### src/rtl/brew_pkg.sv
// brew_pkg: shared definitions for the brew sequencer and its display decode.
//   - brew_state_t : 3-bit state code (IDLE=0, HEAT=1, PUMP=2, DRIP=3, SLEEP=4)
//   - STATE_W      : width of the state code
//   - CUP_W        : width of the reservoir cup count
//   - TIMER_W      : width of the phase timer (phases last 1..15 ticks)
//   - IDLE_W       : width of the optional idle-to-sleep counter
//   - is_busy()    : true for the three brewing phases
package brew_pkg;

  localparam int STATE_W = 3;
  localparam int CUP_W   = 2;
  localparam int TIMER_W = 4;
  localparam int IDLE_W  = 6;

  typedef enum logic [STATE_W-1:0] {
    IDLE  = 3'd0,
    HEAT  = 3'd1,
    PUMP  = 3'd2,
    DRIP  = 3'd3,
    SLEEP = 3'd4
  } brew_state_t;

  function automatic logic is_busy(input brew_state_t s);
    return (s == HEAT) || (s == PUMP) || (s == DRIP);
  endfunction

endpackage

### src/rtl/phase_timer.sv
// phase_timer: tick counter shared by the HEAT, PUMP and DRIP phases.
//   clk, rst_n : system clock, asynchronous active-low reset
//   clear      : forces the count to zero (asserted on phase entry and outside phases)
//   tick       : single-cycle 1 Hz enable; the count advances only on these cycles
//   target     : phase length in ticks (1..15)
//   done       : combinational; high on the tick that brings the count to target
module phase_timer
  import brew_pkg::*;
(
  input  logic               clk,
  input  logic               rst_n,
  input  logic               clear,
  input  logic               tick,
  input  logic [TIMER_W-1:0] target,
  output logic               done
);

  logic [TIMER_W-1:0] count;

  // done is not gated by clear: clear is derived from the next state, which
  // itself depends on done, so gating here would close a combinational loop.
  assign done = tick && (count == (target - TIMER_W'(1)));

  always_ff @(posedge clk or negedge rst_n) begin
    if (!rst_n) begin
      count <= '0;
    end else if (clear) begin
      count <= '0;
    end else if (tick) begin
      count <= count + TIMER_W'(1);
    end
  end

endmodule

### src/rtl/brew_sequencer.sv
// brew_sequencer: sequences one brew cycle HEAT -> PUMP -> DRIP, drives the
// heater and pump enables and tracks the reservoir cup count.
//   clk_100MHz : system clock
//   reset_n    : asynchronous active-low reset (aborts a cycle, empties cup count)
//   tick_1Hz   : single-cycle enable, once per second
//   brew_btn   : debounced make-coffee level
//   fill_btn   : debounced fill-water level
//   heater_on  : heater enable (HEAT and PUMP)
//   pump_on    : pump enable (PUMP)
//   state      : current state code, also the FSM debug view
//   cup_count  : cups of water remaining
//   busy       : high in HEAT, PUMP or DRIP
//   err_empty  : one-cycle pulse when a brew is refused on an empty reservoir
// Build option: define IDLE_SLEEP_EN to add the idle-to-SLEEP timeout.
//
// Interface contract: there is no valid/ready handshake. Buttons are levels;
// a request is the registered rising edge of a level, so a held button makes
// exactly one request. tick_1Hz is a one-cycle enable and is never stretched.
// All outputs are registered, computed from the next state.
module brew_sequencer
  import brew_pkg::*;
#(
  parameter int HEAT_SECS  = 3,
  parameter int PUMP_SECS  = 5,
  parameter int DRIP_SECS  = 2,
  parameter int MAX_CUPS   = 3,
  parameter int SLEEP_SECS = 30
) (
  input  logic               clk_100MHz,
  input  logic               reset_n,
  input  logic               tick_1Hz,
  input  logic               brew_btn,
  input  logic               fill_btn,
  output logic               heater_on,
  output logic               pump_on,
  output logic [STATE_W-1:0] state,
  output logic [CUP_W-1:0]   cup_count,
  output logic               busy,
  output logic               err_empty
);

  // An out-of-range build never starts a brew cycle.
  localparam bit CFG_OK = (HEAT_SECS  >= 1) && (HEAT_SECS  <= 15) &&
                          (PUMP_SECS  >= 1) && (PUMP_SECS  <= 15) &&
                          (DRIP_SECS  >= 1) && (DRIP_SECS  <= 15) &&
                          (MAX_CUPS   >= 1) && (MAX_CUPS   <= 3)  &&
                          (SLEEP_SECS >= 1) && (SLEEP_SECS <= 63);

  brew_state_t        state_q, state_nx;
  logic [CUP_W-1:0]   cup_q, cup_nx;
  logic               err_nx;
  logic               brew_d, fill_d;
  logic               brew_edge, fill_edge;
  logic               timer_clear, timer_done;
  logic [TIMER_W-1:0] timer_target;
  logic               sleep_hit;

  assign brew_edge = brew_btn && !brew_d;
  assign fill_edge = fill_btn && !fill_d;

  always_comb begin
    timer_target = TIMER_W'(HEAT_SECS);
    case (state_q)
      PUMP:    timer_target = TIMER_W'(PUMP_SECS);
      DRIP:    timer_target = TIMER_W'(DRIP_SECS);
      default: timer_target = TIMER_W'(HEAT_SECS);
    endcase
  end

  // Clearing on any state change makes every phase start from zero.
  assign timer_clear = (state_nx != state_q) || !is_busy(state_q);

  phase_timer u_phase_timer (
    .clk    (clk_100MHz),
    .rst_n  (reset_n),
    .clear  (timer_clear),
    .tick   (tick_1Hz),
    .target (timer_target),
    .done   (timer_done)
  );

`ifdef IDLE_SLEEP_EN
  logic [IDLE_W-1:0] idle_cnt;

  assign sleep_hit = (state_q == IDLE) && tick_1Hz &&
                     (idle_cnt == IDLE_W'(SLEEP_SECS - 1));

  always_ff @(posedge clk_100MHz or negedge reset_n) begin
    if (!reset_n) begin
      idle_cnt <= '0;
    end else if ((state_q != IDLE) || brew_edge || fill_edge) begin
      idle_cnt <= '0;
    end else if (tick_1Hz) begin
      idle_cnt <= idle_cnt + IDLE_W'(1);
    end
  end
`else
  assign sleep_hit = 1'b0;
`endif

  always_comb begin
    state_nx = state_q;
    cup_nx   = cup_q;
    err_nx   = 1'b0;
    case (state_q)
      IDLE: begin
        // Fill has priority; a brew edge in the same cycle is dropped.
        if (fill_edge) begin
          cup_nx = CUP_W'(MAX_CUPS);
        end else if (brew_edge) begin
          if (cup_q == '0) begin
            err_nx = 1'b1;
          end else if (CFG_OK) begin
            state_nx = HEAT;
          end
        end else if (sleep_hit) begin
          state_nx = SLEEP;
        end
      end
      HEAT: begin
        if (brew_edge) begin
          state_nx = IDLE;
        end else if (timer_done) begin
          state_nx = PUMP;
        end
      end
      PUMP: begin
        // The only place water is consumed; HEAT entry guarantees cup_q > 0.
        if (timer_done) begin
          state_nx = DRIP;
          cup_nx   = cup_q - CUP_W'(1);
        end
      end
      DRIP: begin
        if (timer_done) begin
          state_nx = IDLE;
        end
      end
      SLEEP: begin
`ifdef IDLE_SLEEP_EN
        // The wake edge is consumed: no fill or brew happens here.
        if (brew_edge || fill_edge) begin
          state_nx = IDLE;
        end
`else
        state_nx = IDLE;
`endif
      end
      default: state_nx = IDLE;
    endcase
  end

  always_ff @(posedge clk_100MHz or negedge reset_n) begin
    if (!reset_n) begin
      state_q   <= IDLE;
      cup_q     <= '0;
      heater_on <= 1'b0;
      pump_on   <= 1'b0;
      busy      <= 1'b0;
      err_empty <= 1'b0;
      brew_d    <= 1'b0;
      fill_d    <= 1'b0;
    end else begin
      state_q   <= state_nx;
      cup_q     <= cup_nx;
      heater_on <= (state_nx == HEAT) || (state_nx == PUMP);
      pump_on   <= (state_nx == PUMP);
      busy      <= is_busy(state_nx);
      err_empty <= err_nx;
      brew_d    <= brew_btn;
      fill_d    <= fill_btn;
    end
  end

  assign state     = state_q;
  assign cup_count = cup_q;

endmodule

### config.mk
export PLATFORM = sky130hd
export DESIGN_NAME = brew_sequencer
export DESIGN_NICKNAME = d
export VERILOG_FILES = /design/src/rtl/brew_pkg.sv /design/src/rtl/phase_timer.sv /design/src/rtl/brew_sequencer.sv
export SDC_FILE = /design/constraint.sdc
export NUM_CORES = 1
export LEC_CHECK = 0
export CAP_MARGIN = 20
export CORE_MARGIN = 5
export CORE_UTILIZATION = 48
export DETAILED_ROUTE_END_ITERATION = 7
export GPL_TIMING_DRIVEN = 0
export PLACE_DENSITY_LB_ADDON = 0.3
export SLEW_MARGIN = 20
export SYNTH_ARGS = -nofsm -noshare
export SYNTH_HDL_FRONTEND = slang
export SYNTH_SLANG_ARGS = --single-unit
### constraint.sdc
create_clock -name clk_100MHz -period 2.9 [get_ports clk_100MHz]
set_clock_uncertainty 0.05 [all_clocks]
set_input_delay 0.29 -clock clk_100MHz [delete_from_list [all_inputs] [get_ports clk_100MHz]]
set_output_delay 0.29 -clock clk_100MHz [all_outputs]
set_load 0.005 [all_outputs]
# Word level (Yosys, flattened, before mapping)

Cells that the tools add are included.

Flip-flop bits (word level): 15
Memories: 0
Bits in latches: 0
Memory bits (read-only): 0
Output and inout port bits: 9
Word-level logic and storage cells: 56
Memory bits (writable): 0

Div/mod/pow operators: 0
Mux-type cells: 18
Shift-type cells: 0
Add/subtract/negate cells: 3
Multipliers: 0
Order comparisons: 0
Equal/unequal tests: 10
Bitwise operators: 0
Reduce and logical (&&, ||, !) cells: 16

Operator list:

| kind                                             | number |
|---|---|
| two-way mux 3 bit                                | 7 |
| == test 3 x 2 -> 1 bit, second input constant    | 4 |
| case mux 3 bit (4 select lines)                  | 1 |
| two-way mux 4 bit                                | 2 |
| == test 3 x 1 -> 1 bit, second input constant    | 2 |
| case mux 3 bit (2 select lines)                  | 1 |
| logical OR 1 bit                                 | 5 |
| adder 4 x 1 -> 4 bit, second input constant      | 1 |
| == test 4 bit                                    | 1 |
| two-way mux 1 bit                                | 4 |
| two-way mux 2 bit                                | 2 |
| inequality test 2 bit, second input constant     | 2 |
| case mux 2 bit (2 select lines)                  | 1 |
| nonzero test 2 bit                               | 2 |
| subtractor 3 x 1 -> 4 bit, second input constant | 1 |
| logical AND 1 bit                                | 3 |
| zero test 1 bit                                  | 3 |
| zero test 3 bit                                  | 1 |
| inequality test 3 bit                            | 1 |
| AND reduction 3 bit                              | 1 |
| zero test 2 bit                                  | 1 |
| subtractor 2 x 1 -> 2 bit, second input constant | 1 |

# Longest topological paths before layout

Gate-level depths: netlist of run 1.

Depth in word-level cells: 11
Gate-level depth with buffers: 10
Gate-level depth less buffers: 9

# Hierarchy

Synthesis of run 1 repeated with hierarchy kept, for this count alone.

Cells, all modules: 76
Area, all modules: 792.0 µm²

By module, submodules not included:

| module         | times used | area an instance (µm²) | cells each |
|---|---|---|---|
| brew_sequencer | 1          | 521.8                  | 50 |
| phase_timer    | 1          | 270.3                  | 26 |

# Worst setup path after synthesis of run 1

No wires, ideal clock.

Path type: register to register
Start point: register state_q[1] (netlist: state[1])
End point: register cup_q[0] (netlist: cup_count[0])
Path slack: 463 ps
Period minus slack after synthesis: 2437 ps
Library setup time: 79 ps
Arrival time: 2308 ps
Stages on the path, launching flop included: 11
Path through: dfrtp_1 -> buf_4 -> inv_1 -> nor3_1 -> inv_1 -> ha_1 -> or4b_4 -> nor4_4 -> o21ai_2 -> nor2_1 -> mux2i_1

Longest elaborated chain between the ends: 7

RTL lines:

| item                                             | line                                        | RTL |
|---|---|---|
| start: declaration                               | brew_sequencer.sv:49                        | `brew_state_t state_q, state_nx;` |
| start signal: assignment                         | brew_sequencer.sv:164                       | `state_q <= state_nx;` |
| == test 3 x 2 -> 1 bit, on equally long branches | brew_sequencer.sv:63, brew_sequencer.sv:105 |  |
| case mux 3 bit (2 select lines)                  | brew_sequencer.sv:63                        | `case (state_q)` |
| subtractor 3 x 1 -> 4 bit                        | phase_timer.sv:22                           | `assign done = tick && (count == (target - TIMER_W'(1)));` |
| == test 4 bit                                    | phase_timer.sv:22                           |  |
| logical AND 1 bit                                | phase_timer.sv:22                           |  |
| inequality test 2 bit (no line)                  | n/a                                         |  |
| AND reduction 3 bit (no line)                    | n/a                                         |  |
| end signal: assignment                           | brew_sequencer.sv:165                       | `cup_q <= cup_nx;` |
| end: declaration                                 | brew_sequencer.sv:50                        | `logic [CUP_W-1:0] cup_q, cup_nx;` |

Several ways; a longest one is shown, not always the timed one.
A chain may end at the register's enable or synchronous reset.

# Worst setup path after layout of run 1

Start point: register state_q[2] (netlist: state[2])
End point: register cup_q[0] (netlist: cup_count[0])

Same word-level chain as after synthesis.

==> results of run 1 <==
==> layer usage <==
| metal | GRT usage [%] | share of wire (%) | wire length (um) |
|---|---|---|---|
| met3 | 3.42 | 6.4 | 109 |
| met2 | 23.8 | 47 | 804 |
| met5 | 0 | 0 | 0 |
| met4 | 8.09 | 1.8 | 30 |
| met1 | 18.1 | 44 | 751 |
==> state kept, by name, summed over array words and instances (netlist names) <==
name,cells
u_phase_timer.count,4
state,3
cup_count,2
brew_d,1
busy,1
err_empty,1
fill_d,1
heater_on,1
pump_on,1
==> where the power goes <==
part	switching, mW	internal (mW)
Sequential	0.00598	0.215
Combinational	0.0171	0.0178
Clock	0.0658	0.0535
Total	0.0889	0.286
==> worst min path at each step <==
stage,slack [ns],to,from
detailed placement,0.46,cup_count[0]$_DFFE_PN0P_,cup_count[0]$_DFFE_PN0P_
finish,0.35,err_empty$_DFF_PN0_,reset_n
floorplan,-0.06,brew_d$_DFF_PN0_,reset_n
CTS,0.37,err_empty$_DFF_PN0_,reset_n
global route,0.42,err_empty$_DFF_PN0_,reset_n
global placement,0.44,cup_count[0]$_DFFE_PN0P_,cup_count[0]$_DFFE_PN0P_
==> layout by cell type (no fill, tap or decap), types with 2 or more instances in the layout <==
cell type	n
o21ai_0	2
xor2_1	2
nor3_1	2
xnor2_1	3
nand2_1	8
nand2b_1	3
nand4_1	3
inv_1	8
mux2i_1	3
clkbuf_4	3
dfrtp_1	14
and3_1	4
ha_1	5
clkdlybuf4s50_1	13
a21oi_1	6
nand3_1	5
nor2_1	10
==> critical path, stage by stage (launching register included) <==
cell and delay, ns:
dfrtp_1 0.50, nor2_1 0.22, nand2_1 0.14, ha_1 0.25, or4b_4 0.52, nor4_4 0.32, o21ai_2 0.20, nor2_1 0.17
mux2i_1 0.21
==> cells by family after synthesis <==
| kind of cell | after synthesis |
|---|---|
| AND/OR/NAND/NOR | 41 |
| AO/OA/AOI/OAI | 15 |
| flip-flops | 15 |
| buffers and inverters | 9 |
| adder cells (fa/ha/maj) | 5 |
| XOR/XNOR | 5 |
| multiplexers | 3 |
| other | 1 |
==> layout make-up <==
class                   count  area (um^2)
well taps                  25         31.3
repair buffers             13          130
plain buffers               1         7.51
inverters                   8         30.0
fillers                   164          646
clock buffers               4         26.3
multi-input cells          70          479
flip-flops and latches     15          377
==> what timing repair did <==
item	in CTS	in global routing
resized for setup	0	3
endpoints found under the setup margin	0	8
hold endpoints to repair	0	0
setup buffers	0	0
==> metrics.md, run 1 <==
| Metric | Value |
|---|---|
| Status | finished, final reports clean |
| Clock insertion delay at the later pin of the skew report | about 0.28 ns |
| Crit path DAT | around 2.8 ns |
| Routed Wire Length | 1700 um |
| Synth Register Bits | 15 |
| Total leakage power | ~0.5 nW |
| Num CTS Buffers | 3 |
| Clock Tree Buf Depth | 2 |
| Die Y | between 50 and 60 um |
| Peak Freq | between 0.3 and 0.4 GHz |
| CTS sink cnt | 15 |
| Final #Nets | ~120 |
| Dpl cells | about 130 |
| Synth Net Count | roughly 100 |
| Mean Syn Cell Area | 9.37 um^2 |
| VDD IR-drop max | roughly 0.00023 V |
| Syn. warnings | 0 |
| FF-to-FF path depth | 8 |
| Total number of vias | 740 |
| Worst-margin pin slew | 0.645 ns |
| Clock-pin slew on the worst setup and hold paths | 0.08 ns |
| Worst reg-to-reg setup slack | 0.25 ns |
| Power per Cell Area | between 300 and 400 nW/um^2 |
| WHS | between 0.3 and 0.4 ns |
| Relative slew slack | 56.9% |
| Hpwl dp | 1340 um |
| Gr usage total | between 10 and 15% |
| Max cap viols | 0 |
| Initial core utilization | around half |
| IO Port Bufs | 13 |
| Critical path class | reg -> reg |
| Post-Place Cell Area | 1040 um^2 |
| DR vias/cell | 5.44 |
| Most frequent cell after synthesis | dfrtp_1 |
| Placer Congestion | between 0.8 and 0.9 |
| FP Rows | 15 |
| Post-synthesis mux area share | about 3.4% |
| Worst min-delay path class | in -> async |
| Cell taking the most area after synthesis | dfrtp_1 |
| Total power draw | about 370 uW |
| Largest family of logic cells by synthesized area | simple AND/OR/NAND/NOR gates |
| DR iter-0 viols | 13 |
| Setup crit end | cup_count[0]$_DFFE_PN0P_ |
| # DRC | 0 |
| Mapped cell area | slightly below 900 um^2 |
| Place WS | between 0.2 and 0.25 ns |
| Max-slew violation count | 0 |
| Layout Utilization | ~63% |
| EDFF count, synth | 0 |
| Critical Path Fanout Max | 9 |
| ANT cells | 0 |
| Root Driver | clkbuf_4 |
| Worst Setup SP | state[2]$_DFF_PN0_ |
| Hold buffers post-CTS | 0 |
| Most frequent cells after synthesis | 15 x dfrtp_1, 10 x nor2_1, 8 x inv_1, 8 x nand2_1, 6 x a21oi_1 |
| Post-Synth XOR/XNOR Area | a little under 5% |
| Core ar. | about 1700 um^2 |
| Critical Path RT | 3.06 ns |
| Synth unique cells | 29 |
| Compound-cell area share of the yosys netlist | 11.1% |
| CTS tree | done |
| Asr flop ratio synth | 100% |
| First-pass GRT wire length | a little under 3000 um |
| Simple-gate share of the synthesized area | between 20% and 30% |
| Final hold viol count | 0 |
| Antenna violations before repair | 0 |
| Reg2reg end | cup_count[0]$_DFFE_PN0P_ |
| Area share of the largest cell type after synthesis | 42.6% |
| # IOs | 14 |
| Layout cells sized above 1 | a little under a tenth |
| Register area share after synthesis | 42.6% |
| Final WS setup | roughly 0.25 ns |
| Critical Path End Type | flop |
| Area delta synth->final | 22.7% |
| Final setup fails | 0 |
| Vias in the first global route | 720 |
| Crit Reg-Reg Startpoint | state[2]$_DFF_PN0_ |
| Avg WL per Cell | 12.5 um |
| Die ar. | about 2800 um^2 |
| Post-synthesis cell count | 94 |
| Pre-Repair DR Iteration Count | 4 |
| GRT overflow | 0 |
| Non-filler instance count after layout | 136 |
| Ys flop type | dfrtp_1 |
| Crit path launch type | flop |
| Adder-cell share of the synthesized area | ~7% |
| Setup TNS | 0 ns |
| Largest net degree at the start of global routing | 16 |
| RSZ-0062 raised after global routing | no |
| Fin area | 1080 um^2 |
| Antenna Nets Post-Route | 0 |
| Die width | between 50 and 60 um |
| CTS HTree Levels | 1 |
| Final period util | approximately nine tenths |
| Synth top area cells | dfrtp_1 43%, ha_1 7.1%, nor2_1 4.3% |
| Minimum clock period after layout | around 2.6 ns |
No activity file was read; power rests on OpenSTA's default activity.
==> run 2: changes to the inputs <==
--- a/config.mk
+++ b/config.mk
@@ -5,6 +5,7 @@
 export SDC_FILE = /design/constraint.sdc
 export NUM_CORES = 1
 export LEC_CHECK = 0
+export ABC_AREA = 1
 export CAP_MARGIN = 20
 export CORE_MARGIN = 5
 export CORE_UTILIZATION = 48
==> metrics.md, run 2 <==
| Metric | Value |
|---|---|
| M1 GR Usage | 16.1% (was 18.1%) |
| Syn. warnings | 0 (unchanged) |
| Max reg flops | 4 (unchanged) |
| Antenna Nets Post-Route | 0 (unchanged) |
| IO Port Bufs | 13 (unchanged) |
| CTS tree | done (unchanged) |
| Asr flop ratio synth | 100% (unchanged) |
| Ys flop type | dfrtp_1 (unchanged) |
| Most frequent cells after synthesis | 22 x nand2_1, 21 x inv_1, 15 x dfrtp_1, 15 x nor2_1 (was 15 x dfrtp_1, 10 x nor2_1, 8 x inv_1, 8 x nand2_1, 6 x a21oi_1) |
| Die ar. | 2710 um^2 (was 2790 um^2) |
| Setup TNS | 0 ns (unchanged) |
| Mapped cell area | 848 um^2 (was 881 um^2) |
| Post-Place Cell Area | 1010 um^2 (was 1040 um^2) |
| Dpl cells | 145 (was 132) |
| Top reg by flops | u_phase_timer.count (unchanged) |
| Commonest non-fill, non-tap cell in the layout | nand2_1 (was dfrtp_1) |
| Final WS setup | 0.392 ns (was 0.252 ns) |
| Total leakage power | 0.521 nW (was 0.489 nW) |
| Largest net degree at the start of global routing | 16 (unchanged) |
| CTS sink cnt | 15 (unchanged) |
| FF/Latch Area | 375 um^2 (was 377 um^2) |
| Non-filler instance count after layout | 149 (was 136) |
| Final setup fails | 0 (unchanged) |
| Status | finished, final reports clean (unchanged) |
| Power per Cell Area | 355 nW/um^2 (was 347 nW/um^2) |
| Critical path class | reg -> reg (unchanged) |
| Mean Syn Cell Area | 7.93 um^2 (was 9.37 um^2) |
| Final hold viol count | 0 (unchanged) |
| Max-slew violation count | 0 (unchanged) |
| CTS HTree Levels | 1 (unchanged) |
| Core ar. | 1710 um^2 (was 1730 um^2) |
| Vias in the first global route | 723 (was 720) |
| Total number of vias | 702 (was 740) |
| Register area share after synthesis | 44.2% (was 42.6%) |
| Worst-margin pin slew | 0.655 ns (was 0.645 ns) |
| DR iter-0 viols | 13 (unchanged) |
| Met2 Use GR | 25.5% (was 23.8%) |
| Avg WL per Cell | 10.7 um (was 12.5 um) |
| # IOs | 14 (unchanged) |
| Die width | 52.0 um (was 52.8 um) |
| Reg2reg end | heater_on$_DFF_PN0_ (was cup_count[0]$_DFFE_PN0P_) |
| Critical Path Fanout Max | 4 (was 9) |
| Area share of the largest cell type after synthesis | 44.2% (was 42.6%) |
| Post-synthesis cell count | 107 (was 94) |
| NetSw | 83.5 uW (was 88.9 uW) |
| Area delta synth->final | 22.7% (about the same) |
| GRT overflow | 0 (unchanged) |
| Comb pwr share | 10.2% (was 9.3%) |
| Most frequent cell after synthesis | nand2_1 (was dfrtp_1) |
| Clock Tree Buf Depth | 2 (unchanged) |
| Routed Wire Length | 1600 um (was 1700 um) |
| VDD IR-drop max | 0.000256 V (was 0.000232 V) |
| Minimum clock period after layout | 2.51 ns (was 2.65 ns) |
| Reg power frac | 58.9% (about the same) |
| Total power draw | 369 uW (was 375 uW) |
| # DRC | 0 (unchanged) |
| Area occupied by multi-input gates | 399 um^2 (was 479 um^2) |
| Clock insertion delay at the later pin of the skew report | 0.27 ns (was 0.28 ns) |
| Final period util | 86.5% (was 91.3%) |
| Synth Net Count | 117 (was 104) |
| Clock-pin slew on the worst setup and hold paths | 0.09 ns (was 0.08 ns) |
| FP Rows | 15 (unchanged) |
| First-pass GRT wire length | 2820 um (was 2970 um) |
| Num CTS Buffers | 3 (unchanged) |
| Die Y | 52.0 um (was 52.8 um) |
| Crit path launch type | flop (unchanged) |
| DR vias/cell | 4.71 (was 5.44) |
| Peak Freq | 0.399 GHz (was 0.378 GHz) |
| Worst min-delay path class | in -> async (unchanged) |
| Worst reg-to-reg setup slack | 0.39 ns (was 0.25 ns) |
| Layout cells sized above 1 | 6.45% (was 9.01%) |
| Post-CTS Setup Bufs | 0 (unchanged) |
| Place WS | 0.292 ns (was 0.207 ns) |
| Cell taking the most area after synthesis | dfrtp_1 (unchanged) |
| Root Driver | clkbuf_4 (unchanged) |
| Initial core utilization | 49.7% (was 51.0%) |
| Critical Path End Type | flop (unchanged) |
| Placer Congestion | 0.793 (was 0.860) |
| Hpwl dp | 1260 um (was 1340 um) |
| WHS | 0.365 ns (was 0.346 ns) |
| RSZ-0062 raised after global routing | no (unchanged) |
| Crit Reg-Reg Startpoint | state[2]$_DFF_PN0_ (unchanged) |
| EDFF count, synth | 0 (unchanged) |
| Relative slew slack | 56.2% (was 56.9%) |
| Max cap viols | 0 (unchanged) |
| Synth unique cells | 17 (was 29) |
| Antenna violations before repair | 0 (unchanged) |
| Peak-usage layer in the global routing report | met2 (unchanged) |
| Worst Setup SP | state[2]$_DFF_PN0_ (unchanged) |
| Filler cell count | 153 (was 164) |
| Final #Nets | 135 (was 122) |
| Pre-Repair DR Iteration Count | 4 (unchanged) |
| Synth top area cells | dfrtp_1 44%, nand2_1 9.7%, inv_1 9.3% (was dfrtp_1 43%, ha_1 7.1%, nor2_1 4.3%) |
| Most frequent cells in the layout | 22 x nand2_1, 21 x inv_1, 15 x dfrtp_1, 13 x nor2_1, 13 x clkdlybuf4s50_1 (was 14 x dfrtp_1, 13 x clkdlybuf4s50_1, 10 x nor2_1, 8 x inv_1, 8 x nand2_1) |
| Switching part of the total | 22.6% (was 23.7%) |
| Layout Utilization | 61.0% (was 62.6%) |
| Synth Register Bits | 15 (unchanged) |
| Crit path DAT | 2.61 ns (was 2.81 ns) |
| Fin area | 1040 um^2 (was 1080 um^2) |
| ANT cells | 0 (unchanged) |
| Critical Path RT | 3.01 ns (was 3.06 ns) |
| Clk pwr share | 30.9% (was 31.8%) |
| GRT met3 Usage | 3.15% (was 3.42%) |
| Int Power | 286 uW (about the same) |
| Gr usage total | 13.9% (was 14.8%) |
| FF-to-FF path depth | 11 (was 8) |
[run 2: cell count changes in the layout (fill, tap and decap cells not counted), sizes merged, moves of 2 or more]
cell    previous run  this run
nand2              8        22
inv                8        21
nor2              10        16
and3               4         0
nand2b             3         0
a21oi              6         4
mux2i              3         1
nand4              3         5
nor3               3         1
[run 2: area by class of cell]
cell class | count | share of cell area [%]
multi-input cells | 71 | 38.3
flip-flops and latches | 15 | 36.1
clock buffers | 4 | 2.52
repair buffers | 13 | 12.5
well taps | 25 | 3.00
inverters | 21 | 7.57
[run 2: how the worst max path moves through the flow]
| stage | end | slack (ns) | cells past startpoint |
|---|---|---|---|
| 2_1_floorplan | heater_on$_DFF_PN0_ | 0.65 | 11 |
| 3_3_place_gp | heater_on$_DFF_PN0_ | 0.34 | 11 |
| 3_5_place_dp | heater_on$_DFF_PN0_ | 0.29 | 11 |
| 4_1_cts | heater_on$_DFF_PN0_ | 0.25 | 11 |
| 5_1_grt | heater_on$_DFF_PN0_ | 0.05 | 16 |
| 6_report | heater_on$_DFF_PN0_ | 0.39 | 11 |
[run 2: repair_timing]
action	4_1_cts	5_1_grt
gates resized for setup	0	2
endpoints found under the setup margin	0	1
endpoints found under the hold margin	0	0
hold buffers	0	0
[run 2: kinds of logic (layout without fill, tap and decap cells)]
kind of cell,after synthesis,count (layout),share of synthesized area (%)
AO/OA/AOI/OAI,9,9,5.46
XOR/XNOR,5,5,5.16
adder cells (fa/ha/maj),5,5,7.37
buffers and inverters,21,38,9.29
flip-flops,15,15,44.2
multiplexers,1,1,1.18
other,1,1,0.442
AND/OR/NAND/NOR,50,50,26.8
[run 2: power by group through the flow]
stage | combinational, mW | clock (mW) | sequential (mW)
after floorplan | 0.0150 | 0 | 0.222
after global placement | 0.0372 | 0 | 0.222
after detailed placement | 0.0379 | 0 | 0.222
after CTS | 0.0381 | 0.118 | 0.218
after global routing | 0.0431 | 0.131 | 0.219
final | 0.0377 | 0.114 | 0.218
[run 2: routing by layer]
metal  up-vias  wire length, um
met4         0                8
met1       325              668
met3         2               67
met2        10              854
met5         -                0
li1        365                -
[run 2: critical path, cell delays in order (launching register included)]
cell     delay, ns
dfrtp_1       0.42
nor2_2        0.20
inv_1         0.09
nor2_2        0.17
inv_1         0.12
ha_1          0.30
xor2_1        0.19
nor3_4        0.19
nand4_1       0.18
nand3_1       0.18
nand2_1       0.12
xor2_1        0.17
==> run 3: changes to the inputs <==
--- a/config.mk
+++ b/config.mk
@@ -8,10 +8,10 @@
 export ABC_AREA = 1
 export CAP_MARGIN = 20
 export CORE_MARGIN = 5
-export CORE_UTILIZATION = 48
+export CORE_UTILIZATION = 46
 export DETAILED_ROUTE_END_ITERATION = 7
 export GPL_TIMING_DRIVEN = 0
-export PLACE_DENSITY_LB_ADDON = 0.3
+export PLACE_DENSITY = 0.72
 export SLEW_MARGIN = 20
 export SYNTH_ARGS = -nofsm -noshare
 export SYNTH_HDL_FRONTEND = slang
==> constraint.sdc (replaced) <==
create_clock -name clk_100MHz -period 2.2 [get_ports clk_100MHz]
set_clock_uncertainty 0.05 [all_clocks]
set_input_delay 0.22 -clock clk_100MHz [delete_from_list [all_inputs] [get_ports clk_100MHz]]
set_output_delay 0.22 -clock clk_100MHz [all_outputs]
set_load 0.005 [all_outputs]
==> metrics.md, run 3 (synthesis results as in run 2) <==
| Metric | Value |
|---|---|
| Status | finished, violations left (was finished, final reports clean) |
| Failing checks | negative setup slack |
| Routed Wire Length | 1970 um (was 1600 um) |
| DR vias/cell | 5.04 (was 4.71) |
| FF-to-FF path depth | 16 (was 11) |
| Clock Tree Buf Depth | 2 (unchanged) |
| Avg WL per Cell | 12.3 um (was 10.7 um) |
| IO Port Bufs | 13 (unchanged) |
| Dpl cells | 145 (unchanged) |
| Critical Path End Type | flop (unchanged) |
| Final hold viol count | 0 (unchanged) |
| # IOs | 14 (unchanged) |
| Placer Congestion | 0.831 (was 0.793) |
| Critical Path Fanout Max | 4 (unchanged) |
| WHS | 0.291 ns (was 0.365 ns) |
| Num CTS Buffers | 3 (unchanged) |
| Die width | 52.9 um (was 52.0 um) |
| Final #Nets | 146 (was 135) |
| Hold buffers post-CTS | 0 (unchanged) |
| Antenna violations before repair | 0 (unchanged) |
| Crit path launch type | flop (unchanged) |
| Max cap viols | 0 (unchanged) |
| Power per Cell Area | 407 nW/um^2 (was 355 nW/um^2) |
| Layout cells sized above 1 | 32.6% (was 6.45%) |
| RSZ-0062 raised after global routing | yes (was no) |
| Crit path DAT | 2.49 ns (was 2.61 ns) |
| Die ar. | 2800 um^2 (was 2710 um^2) |
| Worst-margin pin slew | 0.647 ns (was 0.655 ns) |
| # DRC | 0 (unchanged) |
| FF/Latch Area | 378 um^2 (was 375 um^2) |
| Final WS setup | -0.149 ns (was 0.392 ns) |
| FP Rows | 15 (unchanged) |
| Largest net degree at the start of global routing | 16 (unchanged) |
| Slowest cell on the critical path | dfrtp_2 (was dfrtp_1) |
| Relative slew slack | 56.7% (was 56.2%) |
| Area delta synth->final | 44.5% (was 22.7%) |
| Filler cell count | 134 (was 153) |
| Minimum clock period after layout | 2.35 ns (was 2.51 ns) |
| DR iter-0 viols | 13 (unchanged) |
| CTS sink cnt | 15 (unchanged) |
| Worst reg-to-reg setup slack | -0.15 ns (was 0.39 ns) |
| Top reg by flops | u_phase_timer.count (unchanged) |
| Critical path class | reg -> reg (unchanged) |
| Most frequent cells in the layout | 15 x inv_1, 14 x nand2_1, 13 x dfrtp_1, 13 x clkdlybuf4s50_1, 12 x nor2_1 (was 22 x nand2_1, 21 x inv_1, 15 x dfrtp_1, 13 x nor2_1, 13 x clkdlybuf4s50_1) |
| Layout Utilization | 70.3% (was 61.0%) |
| Pre-Repair DR Iteration Count | 4 (unchanged) |
| Vias in the first global route | 732 (was 723) |
| Root Driver | clkbuf_4 (unchanged) |
| Final period util | 107% (was 86.5%) |
| Critical Path RT | 2.34 ns (was 3.01 ns) |
| Die Y | 52.9 um (was 52.0 um) |
| First-pass GRT wire length | 3040 um (was 2820 um) |
| Delay of the slowest cell on the worst path | 0.46 ns (was 0.42 ns) |
| Clock insertion delay at the later pin of the skew report | 0.27 ns (about the same) |
| Non-filler instance count after layout | 160 (was 149) |
| CTS HTree Levels | 1 (unchanged) |
| Hpwl dp | 1330 um (was 1260 um) |
| Most numerous cell on the critical path | nand2_2 |
| Peak Freq | 0.426 GHz (was 0.399 GHz) |
| Commonest non-fill, non-tap cell in the layout | inv_1 (was nand2_1) |
| Max-slew violation count | 0 (unchanged) |
| Gr usage total | 14.7% (was 13.9%) |
| ANT cells | 0 (unchanged) |
| Max reg flops | 4 (unchanged) |
| Clock-pin slew on the worst setup and hold paths | 0.08 ns (was 0.09 ns) |
| Initial core utilization | 48.6% (was 49.7%) |
| CTS tree | done (unchanged) |
| Antenna Nets Post-Route | 0 (unchanged) |
| Final setup fails | 6 (was 0) |
| Total leakage power | 0.589 nW (was 0.521 nW) |
| Area occupied by multi-input gates | 499 um^2 (was 399 um^2) |
| Crit path cell chain | nor2_4 > inv_2 > nor2_4 > inv_2 > ha_4 > inv_2 > nand3_2 > nand2_2 > nand2_2 > nand2_2 > nand2_2 > nand4_1 > nand2_1 > nor2_1 > nand4_1 > a21oi_1 (was nor2_2 > inv_1 > nor2_2 > inv_1 > ha_1 > xor2_1 > nor3_4 > nand4_1 > nand3_1 > nand2_1 > xor2_1) |
| Total number of vias | 806 (was 702) |
| Core ar. | 1750 um^2 (was 1710 um^2) |
| GRT overflow | 0 (unchanged) |
| VDD IR-drop max | 0.000386 V (was 0.000256 V) |
| Worst min-delay path class | in -> async (unchanged) |
-- run 3: cell type report --
class / count / share of cell area (%)
clock buffer: 4 / 2.14
inverter: 21 / 6.43
multi-input combinational: 71 / 40.7
sequential: 15 / 30.8
tap: 25 / 2.55
timing repair buffer: 24 / 17.3
-- run 3: worst max-delay path, delay by kind of cell (launching register included) --
kind / cells / cell delay, ns
simple gates: 11 / 1.16
buf+inv: 3 / 0.19
fa+ha+maj: 1 / 0.16
compound gates: 1 / 0.25
flops: 1 / 0.46
-- run 3: per-stage QoR --
step	TNS (ns)	power, mW	worst slack (ns)	cell area [um^2]
2_1_floorplan	0	0.313	0.0124	853
3_3_place_gp	-1.72	0.342	-0.266	1010
3_5_place_dp	-2.05	0.343	-0.271	1010
4_1_cts	-0.240	0.500	-0.0712	1150
5_1_grt	-2.02	0.527	-0.287	1230
6_report	-0.424	0.499	-0.149	1230
-- run 3: power breakdown --
group,leakage [nW],switching [mW],internal [mW]
Clock,0.0150,0.0795,0.0702
Sequential,0.192,0.00519,0.283
Combinational,0.383,0.0309,0.0300
Total,0.589,0.116,0.383
-- run 3: per-layer routing --
metal  wire [um]  global-route usage [%]  vias up
met5           0                       0        -
met4          26                    2.55        0
met3          57                    2.82        8
met2        1060                    26.9       21
met1         827                    17.8      384
li1            -                       -      393
-- run 3: what timing repair did --
item,in CTS,in global routing
pin swaps,11,13
buffers inserted,5,6
hold endpoints to repair,0,0
setup endpoints to repair,11,11
resized for setup,22,12
-- run 3: worst paths after layout --
check | start | endpoint
hold reg to reg | cup_count[0]$_DFFE_PN0P_ | cup_count[0]$_DFFE_PN0P_
min in group clk_100MHz | fill_btn | fill_d$_DFF_PN0_
setup reg to reg | state[2]$_DFF_PN0_ | u_phase_timer.count[3]$_DFFE_PN0P_
hold / removal | reset_n | cup_count[0]$_DFFE_PN0P_
max in group asynchronous | reset_n | state[1]$_DFF_PN0_
setup / recovery | state[2]$_DFF_PN0_ | u_phase_timer.count[3]$_DFFE_PN0P_
